===== src/rtl/pio_pkg.sv =====
// Shared constants for the memory-mapped parallel I/O controller:
// register offsets within the 16-word window and the channel limit.
package pio_pkg;

  localparam logic [3:0] OFF_OUT  = 4'h0;
  localparam logic [3:0] OFF_SET  = 4'h4;
  localparam logic [3:0] OFF_IN   = 4'h8;
  localparam logic [3:0] OFF_EDGE = 4'hC;
  localparam logic [3:0] OFF_MASK = 4'hD;

  localparam int MAX_CH = 4;

endpackage


===== src/rtl/pio_sync_edge.sv =====
// One input channel: two-flop synchroniser, a previous-value register and a
// combinational change flag comparing the synchronised word against it.
module pio_sync_edge #(
  parameter int DATA_W = 16
) (
  input  logic              clk,
  input  logic              iRST_N,
  input  logic [DATA_W-1:0] async_in,
  output logic [DATA_W-1:0] sync_out,
  output logic              change
);

  logic [DATA_W-1:0] s1, s2, prev;

  // NOTE: flops use non-blocking assignments so s1->s2->prev shift as a true
  // pipeline; blocking here would collapse the chain into a single stage.
  always_ff @(posedge clk or negedge iRST_N) begin
    if (!iRST_N) begin
      s1   <= '0;
      s2   <= '0;
      prev <= '0;
    end else begin
      s1   <= async_in;
      s2   <= s1;
      prev <= s2;
    end
  end

  assign sync_out = s2;
  // prev resets to 0, so a nonzero input at reset release counts as a change.
  assign change   = (s2 != prev);

endmodule


===== src/rtl/parallel_io_ctrl.sv =====
// Memory-mapped parallel I/O controller: decodes a 16-word window, holds the
// output/edge/mask registers and muxes load data between RAM and I/O.
module parallel_io_ctrl
  import pio_pkg::*;
#(
  parameter int                DATA_W  = 16,
  parameter int                ADDR_W  = 16,
  parameter int                N_OUT   = 2,
  parameter int                N_IN    = 2,
  parameter logic [ADDR_W-1:0] IO_BASE = ADDR_W'('hFFF0)
) (
  input  logic                     clk,
  input  logic                     iRST_N,
  input  logic [ADDR_W-1:0]        addr,
  input  logic                     we,
  input  logic [DATA_W-1:0]        wdata,
  input  logic [DATA_W-1:0]        mem_rdata,
  output logic                     mem_we,
  output logic [DATA_W-1:0]        rdata,
  output logic [N_OUT*DATA_W-1:0]  out_port,
  input  logic [N_IN*DATA_W-1:0]   in_port,
  output logic                     irq
);

  if (N_OUT < 1 || N_OUT > MAX_CH) begin : g_bad_n_out
    $error("parallel_io_ctrl: N_OUT must be 1..4");
  end
  if (N_IN < 1 || N_IN > MAX_CH) begin : g_bad_n_in
    $error("parallel_io_ctrl: N_IN must be 1..4");
  end

  logic              io_hit, io_wr;
  logic [3:0]        off;
  logic [DATA_W-1:0] out_q   [N_OUT];
  logic [DATA_W-1:0] in_sync [N_IN];
  logic [N_IN-1:0]   change, edge_q, mask_q, w1c;
  logic [DATA_W-1:0] io_rdata;

  assign io_hit = (addr[ADDR_W-1:4] == IO_BASE[ADDR_W-1:4]);
  assign off    = addr[3:0];
  assign io_wr  = we & io_hit;
  assign mem_we = we & ~io_hit;

  for (genvar g = 0; g < N_IN; g++) begin : g_in
    pio_sync_edge #(.DATA_W(DATA_W)) u_sync (
      .clk      (clk),
      .iRST_N   (iRST_N),
      .async_in (in_port[g*DATA_W +: DATA_W]),
      .sync_out (in_sync[g]),
      .change   (change[g])
    );
  end

  // NOTE: the output register array is tiny and drives pins, so every entry
  // is reset; large storage arrays would normally be left unreset.
  always_ff @(posedge clk or negedge iRST_N) begin
    if (!iRST_N) begin
      for (int k = 0; k < N_OUT; k++) out_q[k] <= '0;
    end else if (io_wr) begin
      for (int k = 0; k < N_OUT; k++) begin
        if (off == OFF_OUT + 4'(k))      out_q[k] <= wdata;
        else if (off == OFF_SET + 4'(k)) out_q[k] <= out_q[k] | wdata;
      end
    end
  end

  for (genvar g = 0; g < N_OUT; g++) begin : g_out
    assign out_port[g*DATA_W +: DATA_W] = out_q[g];
  end

  assign w1c = (io_wr && off == OFF_EDGE) ? wdata[N_IN-1:0] : '0;

  // Clear is applied before set so a change in the W1C cycle keeps the bit.
  always_ff @(posedge clk or negedge iRST_N) begin
    if (!iRST_N) begin
      edge_q <= '0;
      mask_q <= '0;
    end else begin
      edge_q <= (edge_q & ~w1c) | change;
      if (io_wr && off == OFF_MASK) mask_q <= wdata[N_IN-1:0];
    end
  end

  assign irq = |(edge_q & mask_q);

  // NOTE: io_rdata gets a default before any conditional assignment so no
  // path leaves it unassigned and no latch is inferred.
  always_comb begin
    io_rdata = '0;
    for (int k = 0; k < N_OUT; k++) begin
      if (off == OFF_OUT + 4'(k) || off == OFF_SET + 4'(k)) io_rdata = out_q[k];
    end
    for (int k = 0; k < N_IN; k++) begin
      if (off == OFF_IN + 4'(k)) io_rdata = in_sync[k];
    end
    if (off == OFF_EDGE) io_rdata[N_IN-1:0] = edge_q;
    if (off == OFF_MASK) io_rdata[N_IN-1:0] = mask_q;
  end

  assign rdata = io_hit ? io_rdata : mem_rdata;

endmodule


===== config.mk =====
export PLATFORM = sky130hd
export DESIGN_NAME = parallel_io_ctrl
export DESIGN_NICKNAME = d
export VERILOG_FILES = /design/src/rtl/pio_pkg.sv /design/src/rtl/pio_sync_edge.sv /design/src/rtl/parallel_io_ctrl.sv
export SDC_FILE = /design/constraint.sdc
export NUM_CORES = 1
export LEC_CHECK = 0
export ABC_AREA = 1
export ABC_CLOCK_PERIOD_IN_PS = 2240
export CAP_MARGIN = 20
export CORE_MARGIN = 8
export CORE_UTILIZATION = 37
export CTS_BUF_LIST = sky130_fd_sc_hd__clkbuf_8
export DETAILED_ROUTE_END_ITERATION = 16
export PLACE_DENSITY_LB_ADDON = 0.2
export SLEW_MARGIN = 40
export SYNTH_ARGS = -nofsm -noshare
export SYNTH_HDL_FRONTEND = slang
export SYNTH_SLANG_ARGS = --single-unit
export TNS_END_PERCENT = 100

===== constraint.sdc =====
create_clock -name clk -period 2.24 [get_ports clk]
set_clock_uncertainty 0.2 [all_clocks]
set_input_delay 0.336 -clock clk [delete_from_list [all_inputs] [get_ports clk]]
set_output_delay 0.336 -clock clk [all_outputs]
set_load 0.01 [all_outputs]

==> impl_metrics.yaml, run 1 <==
detailed_routing:
  first_pass_iters: 4
  ant_nets: 0
  viasPerCell: 4.65
  drcViolationCount: 0
  vias: 4056
  drt_wl_total_um: 13400
  drt_first_iter_violations: 226
  wire_per_inst_um: 15.4
logic_synthesis:
  netlist.area_leader.share_pct: 62.7
  synth_area_leaders: "dfrtp_1, nand2_1, a21oi_1"
  synthArstFlopShare_pct: 100
  syn-instance-count: 515
  synth-seq-area-share_pct: 62.7
  synth.distinct_cells: 30
  yosys_warnings: 0
  yosys.area.top_type: "dfrtp_1"
  synth.avg_cell_area_um2: 10.2
  synth_nets: 598
  netlist_area_um2: 5270
  ys_dominant_reg_cell: "dfrtp_1"
  synth_edf_count: 0
  ys_seq_elements: 132
setup_path:
  reg2reg_slack_ps: 910
  reg2reg_depth: 6
  cp-start-kind: "primary input"
  arrival_ps: 1650
  worstSetupPathType: "in2out"
  cp.required_ps: 1700
  r2r-start: "g_in[1].u_sync.sync_out[6]$_DFF_PN0_"
  reg2reg_to: "edge_q[1]$_DFF_PN0_"
  critPathCaptureType: "primary output"
  timing.critical_path.fanout_max: 15
power:
  clkPwrFrac_pct: 43.8
  internal_power_mw: 4.08
  switching_share_pct: 21.9
  switchingPower_mw: 1.15
  ir_drop_v: 0.000423
  combPwrFrac_pct: 8.0
  seqPwrFrac_pct: 48.3
  power.density_nw_per_um2: 699
  p_leak_nw: 3.46
layout:
  final_area_um2: 7470
  drive_above_1_share_pct: 16.7
  final_util_pct: 53.8
  area_growth_pct: 41.9
  nFillCells: 1248
  nets: 763
  antenna_cells: 0
hold_path:
  worstHoldEndpoint: "g_in[0].u_sync.s1[7]$_DFF_PN0_"
  hold_path_depth: 1
  hold_path.class: "in2reg"
  min_from: "in_port[7]"
placement:
  dp_slack_ps: -585
  dp_hpwl_um: 9970
  place_congestion: 0.841
  place_area_um2: 6890
  numPortBuffers: 132
clock_tree:
  clkTransAtPathRegs_ps: 70
  clock_path_buffers: 2
  cts_tree: "yes"
  clock_sinks: 132
  cts.htree.levels: 4
  cts-root-buf: "clkbuf_8"
  clk-insertion-delay-late_ps: 440
  numCtsBuffers: 17
die:
  rows: 43
  die_h_um: 135
  num_io_pins: 133
  fp.dieW_um: 135
  core_area_um2: 13900
  start_util_pct: 37.9
  die_area_um2: 18300
sta:
  drv_slew: 0
  fin_crit_ps: 2190
  fmax_mhz: 457
  hold_violations: 0
  slew-limit-headroom_pct: 68.2
  final.setup.worst_slack_ps: 54.2
  whs_ps: 129
  worst_pin_slew_ps: 477
  fin_crit_sh_pct: 97.6
  setup_viol: 0
  rsz0062_at_grt: "true"
status:
  status: "complete, no violations"
grt:
  grtUsageMet1_pct: 18.1
  grt_pass1_vias: 4347
  grt_max_degree: 52
  grt_pass1_wl_um: 21900
  use_met3_pct: 5.04
  antenna_found_initial: 0
  grt_use_total_pct: 15.4
  grt_overflow: 0
  grt-busiest-layer: "met2"
  globalRouteMet2Util_pct: 25.6
flow_run:
  drv_cap: 0
==> critical path, cell delays in order <==
cell and delay (ps):
dlygate4sd2_1 270, buf_4 160, nor2_4 130, buf_12 150, nand2_1 50, nand2_1 80
a21oi_1 60, a21boi_1 150, clkdlybuf4s15_1 260
==> per-stage QoR <==
stage	instances	power, mW	setup TNS, ps
2_1_floorplan	515	2.71	0
3_3_place_gp	833	3.00	-8240
3_5_place_dp	833	3.01	-8670
4_1_cts	869	5.29	0
5_1_grt	873	5.45	-2.21
6_report	873	5.22	0
==> cell type report <==
| class | count | area (um^2) | share of cell area [%] |
|---|---|---|---|
| Clock buffer | 19 | 262 | 3.50 |
| Clock inverter | 13 | 205 | 2.75 |
| Inverter | 37 | 151 | 2.03 |
| Multi-Input combinational cell | 331 | 1730 | 23.2 |
| Sequential cell | 132 | 3300 | 44.2 |
| Tap cell | 180 | 225 | 3.01 |
| Timing Repair Buffer | 161 | 1600 | 21.4 |
==> synth_stat cells, types with 7 or more instances <==
library cell and instances:
nand2_1 137, a21oi_1 55, a21boi_1 11, dfrtp_1 132
buf_6 7, inv_1 32, nor2_1 22, xnor2_1 25
o21ai_1 34, nand3_1 17
==> cells in the final DEF, fill, tap and decap left out, types with 4 or more instances in the layout <==
cell type | Yosys | layout
clkdlybuf4s50_1 | 0 | 98
nand2_2 | 4 | 5
clkbuf_8 | 0 | 19
a21boi_1 | 11 | 8
nor2_4 | 4 | 4
o21ai_1 | 34 | 34
clkbuf_2 | 0 | 11
or2_2 | 4 | 4
nand4_1 | 4 | 4
buf_4 | 2 | 17
nor2_2 | 3 | 6
nand3_1 | 17 | 16
inv_1 | 32 | 32
a21oi_2 | 1 | 4
dlygate4sd2_1 | 0 | 15
dfrtp_1 | 132 | 132
nor2_1 | 22 | 19
xnor2_1 | 25 | 25
a21oi_1 | 55 | 51
nand2_1 | 137 | 136
bufinv_16 | 0 | 5
buf_12 | 1 | 6
==> sequential cells by signal, indices dropped and copies added (netlist names) <==
name	flops
edge_q	2
g_in.u_sync.prev	32
g_in.u_sync.s1	32
g_in.u_sync.sync_out	32
mask_q	2
out_port	32
==> power groups by stage <==
stage | Sequential, mW | Combinational (mW) | Clock (mW)
floorplan | 2.55 | 0.153 | 0
global placement | 2.56 | 0.432 | 0
detailed placement | 2.57 | 0.439 | 0
CTS | 2.52 | 0.425 | 2.34
global route | 2.53 | 0.464 | 2.46
finish | 2.52 | 0.416 | 2.29
==> worst max-delay path by stage <==
stage	depth (start not counted)	endpoint	startpoint
floorplan	6	rdata[15]	addr[5]
global placement	8	rdata[14]	addr[0]
detailed placement	8	rdata[14]	addr[0]
CTS	9	rdata[12]	addr[0]
global route	9	rdata[15]	addr[3]
finish	9	rdata[4]	addr[3]
==> per-layer routing <==
layer,vias up,part of all wire (%)
li1,1990,-
met1,1934,43
met2,117,49
met3,15,6.2
met4,0,1.5
met5,-,0
==> what timing repair did <==
item	CTS	global route
buffers inserted	1	3
pin swaps	10	3
endpoints found under the hold margin	49	0
gates cloned	2	1
gates resized for setup	57	34
hold buffers	1	0
setup endpoints to repair	17	15
==> cells by family (layout without fill, tap and decap cells) <==
kind of cell	Yosys count	count (layout)	share of synthesized area [%]
AND/OR/NAND/NOR	202	202	17.2
AO/OA/AOI/OAI	104	104	10.6
flip-flops	132	132	62.7
buffers and inverters	52	230	5.34
XOR/XNOR	25	25	4.16
Power figures use the tool's default switching activity.
==> inputs of run 2 (changes only) <==
Settings changed: SLEW_MARGIN 40 to 5.
==> results of run 2 <==
No change in the layout: final DEF, timing and power equal those of run 1.
==> inputs of run 3 (changes only) <==
Settings changed: CORE_MARGIN 8 to default, SKIP_LAST_GASP from default to 1.
==> impl_metrics.yaml, run 3 (synthesis results as in run 1) <==
die:
  num_io_pins: 133
  die_h_um: 121
  core_area_um2: 13900
  fp.dieW_um: 121
  die_area_um2: 14700
  start_util_pct: 37.9
  rows: 43
setup_path:
  critPathCaptureType: "primary output"
  slowest_stage: "bufbuf_16"
  timing.critical_path.fanout_max: 6
  cp-start-kind: "primary input"
  cp.required_ps: 1700
  path_cells: "dlygate4sd2_1 -> nand2_1 -> nor2_2 -> nand3_4 -> bufbuf_16 -> nand2_1 -> a21boi_2 -> clkdlybuf4s15_2"
  arrival_ps: 1650
  worstSetupPathType: "in2out"
  cpPeakStageDelay_ps: 320
  crit_buf_inv: 3
  reg2reg_slack_ps: 830
  critical_path.top_delay_family: "buffers and inverters"
  crit_top_cell: "nand2_1"
grt:
  grt-busiest-layer: "met2"
  use_met3_pct: 4.98
  grt_use_total_pct: 19.1
  antenna_found_initial: 0
  grtUsageMet1_pct: 23.5
  grt_overflow: 0
  globalRouteMet2Util_pct: 31.8
  grt_pass1_wl_um: 20900
  grt_pass1_vias: 4208
  grt_max_degree: 42
clock_tree:
  clk-insertion-delay-late_ps: 430
  cts-root-buf: "clkbuf_8"
  clock_path_buffers: 2
  cts_tree: "yes"
  clock_sinks: 132
  clkTransAtPathRegs_ps: 80
  numCtsBuffers: 17
  cts.htree.levels: 4
power:
  p_total_mw: 4.81
  ir_drop_v: 0.000307
  p_leak_nw: 3.47
  power.density_nw_per_um2: 646
flow_run:
  drv_cap: 0
layout:
  antenna_cells: 0
  nets: 769
  drive_above_1_share_pct: 17.3
  final_util_pct: 53.7
  most-common-layout-cells: "nand2_1, dfrtp_1, clkdlybuf4s50_1"
  area_growth_pct: 41.5
  fin_cells: 879
  layout_commonest_cell: "nand2_1"
sta:
  worst_pin_slew_ps: 394
  hold_violations: 0
  slew-limit-headroom_pct: 73.6
  fin_crit_ps: 2180
  rsz0062_at_grt: "true"
  setup_viol: 0
  fmax_mhz: 458
  fin_crit_sh_pct: 97.5
  drv_slew: 0
placement:
  dp_hpwl_um: 9630
  post-place-cells: 836
  numPortBuffers: 132
  place_congestion: 0.882
detailed_routing:
  vias: 4097
  first_pass_iters: 6
  drt_first_iter_violations: 160
  drt_wl_total_um: 13100
  viasPerCell: 4.66
  ant_nets: 0
  drcViolationCount: 0
  wire_per_inst_um: 14.9
hold_path:
  hold_path.class: "in2reg"
status:
  status: "complete, no violations"
==> run 3: path summary, 6_finish.rpt <==
path | from | to | depth (start not counted)
setup / recovery | addr[13] | rdata[8] | 8
hold / removal | in_port[25] | g_in[1].u_sync.s1[9]$_DFF_PN0_ | 1
setup reg to reg | g_in[1].u_sync.sync_out[7]$_DFF_PN0_ | edge_q[1]$_DFF_PN0_ | 6
hold reg to reg | g_in[0].u_sync.s1[12]$_DFF_PN0_ | g_in[0].u_sync.sync_out[12]$_DFF_PN0_ | 0
max in group asynchronous | iRST_N | g_in[1].u_sync.s1[1]$_DFF_PN0_ | 3
min in group asynchronous | iRST_N | out_port[0]$_DFFE_PN0P_ | 2
==> run 3: where the power goes <==
part | internal, mW | total (mW) | switching (mW)
combinational | 0.239 | 0.430 | 0.192
sequential | 2.47 | 2.52 | 0.0514
clock | 0.913 | 1.86 | 0.948
==> run 3: timing repair <==
action / in CTS / in global routing
hold buffers: 1 / 0
endpoints found under the setup margin: 17 / 15
resized for setup: 72 / 20
pin swaps: 13 / 8
hold endpoints to repair: 109 / 0
cloned: 3 / 0
setup buffers: 3 / 4
==> run 3: worst reg2reg max path: stages, from the launching register on <==
cell and delay, ps:
dfrtp_1 430, xnor2_1 290, nand2_1 90, nor2_1 100, nand2_1 60, nor2_1 90
nand2_1 50
==> run 3: cell type report <==
type	instances	area, um^2
Clock buffer	18	248
Inverter	37	154
Fill cell	1288	6430
Timing Repair Buffer	167	1670
Tap cell	180	225
Sequential cell	132	3300
Clock inverter	14	130
Multi-Input combinational cell	331	1730
==> run 3: metrics by stage <==
stage / instance area [um^2] / TNS (ps) / setup WS (ps) / hold slack [ps]
after floorplan: 5270 / 0 / 491 / -160
after global placement: 6930 / -8270 / -540 / 66.4
after detailed placement: 6930 / -9280 / -557 / 72.8
after CTS: 7450 / -54.2 / -35.2 / 115
after global routing: 7450 / -85.3 / -66.0 / 112
final: 7450 / 0 / 55.2 / 141
==> run 3: per-layer routing <==
| layer | part of all wire (%) | vias up |
|---|---|---|
| li1 | - | 1995 |
| met1 | 42 | 1948 |
| met2 | 51 | 134 |
| met3 | 5.5 | 20 |
| met4 | 1.7 | 0 |
| met5 | 0 | - |
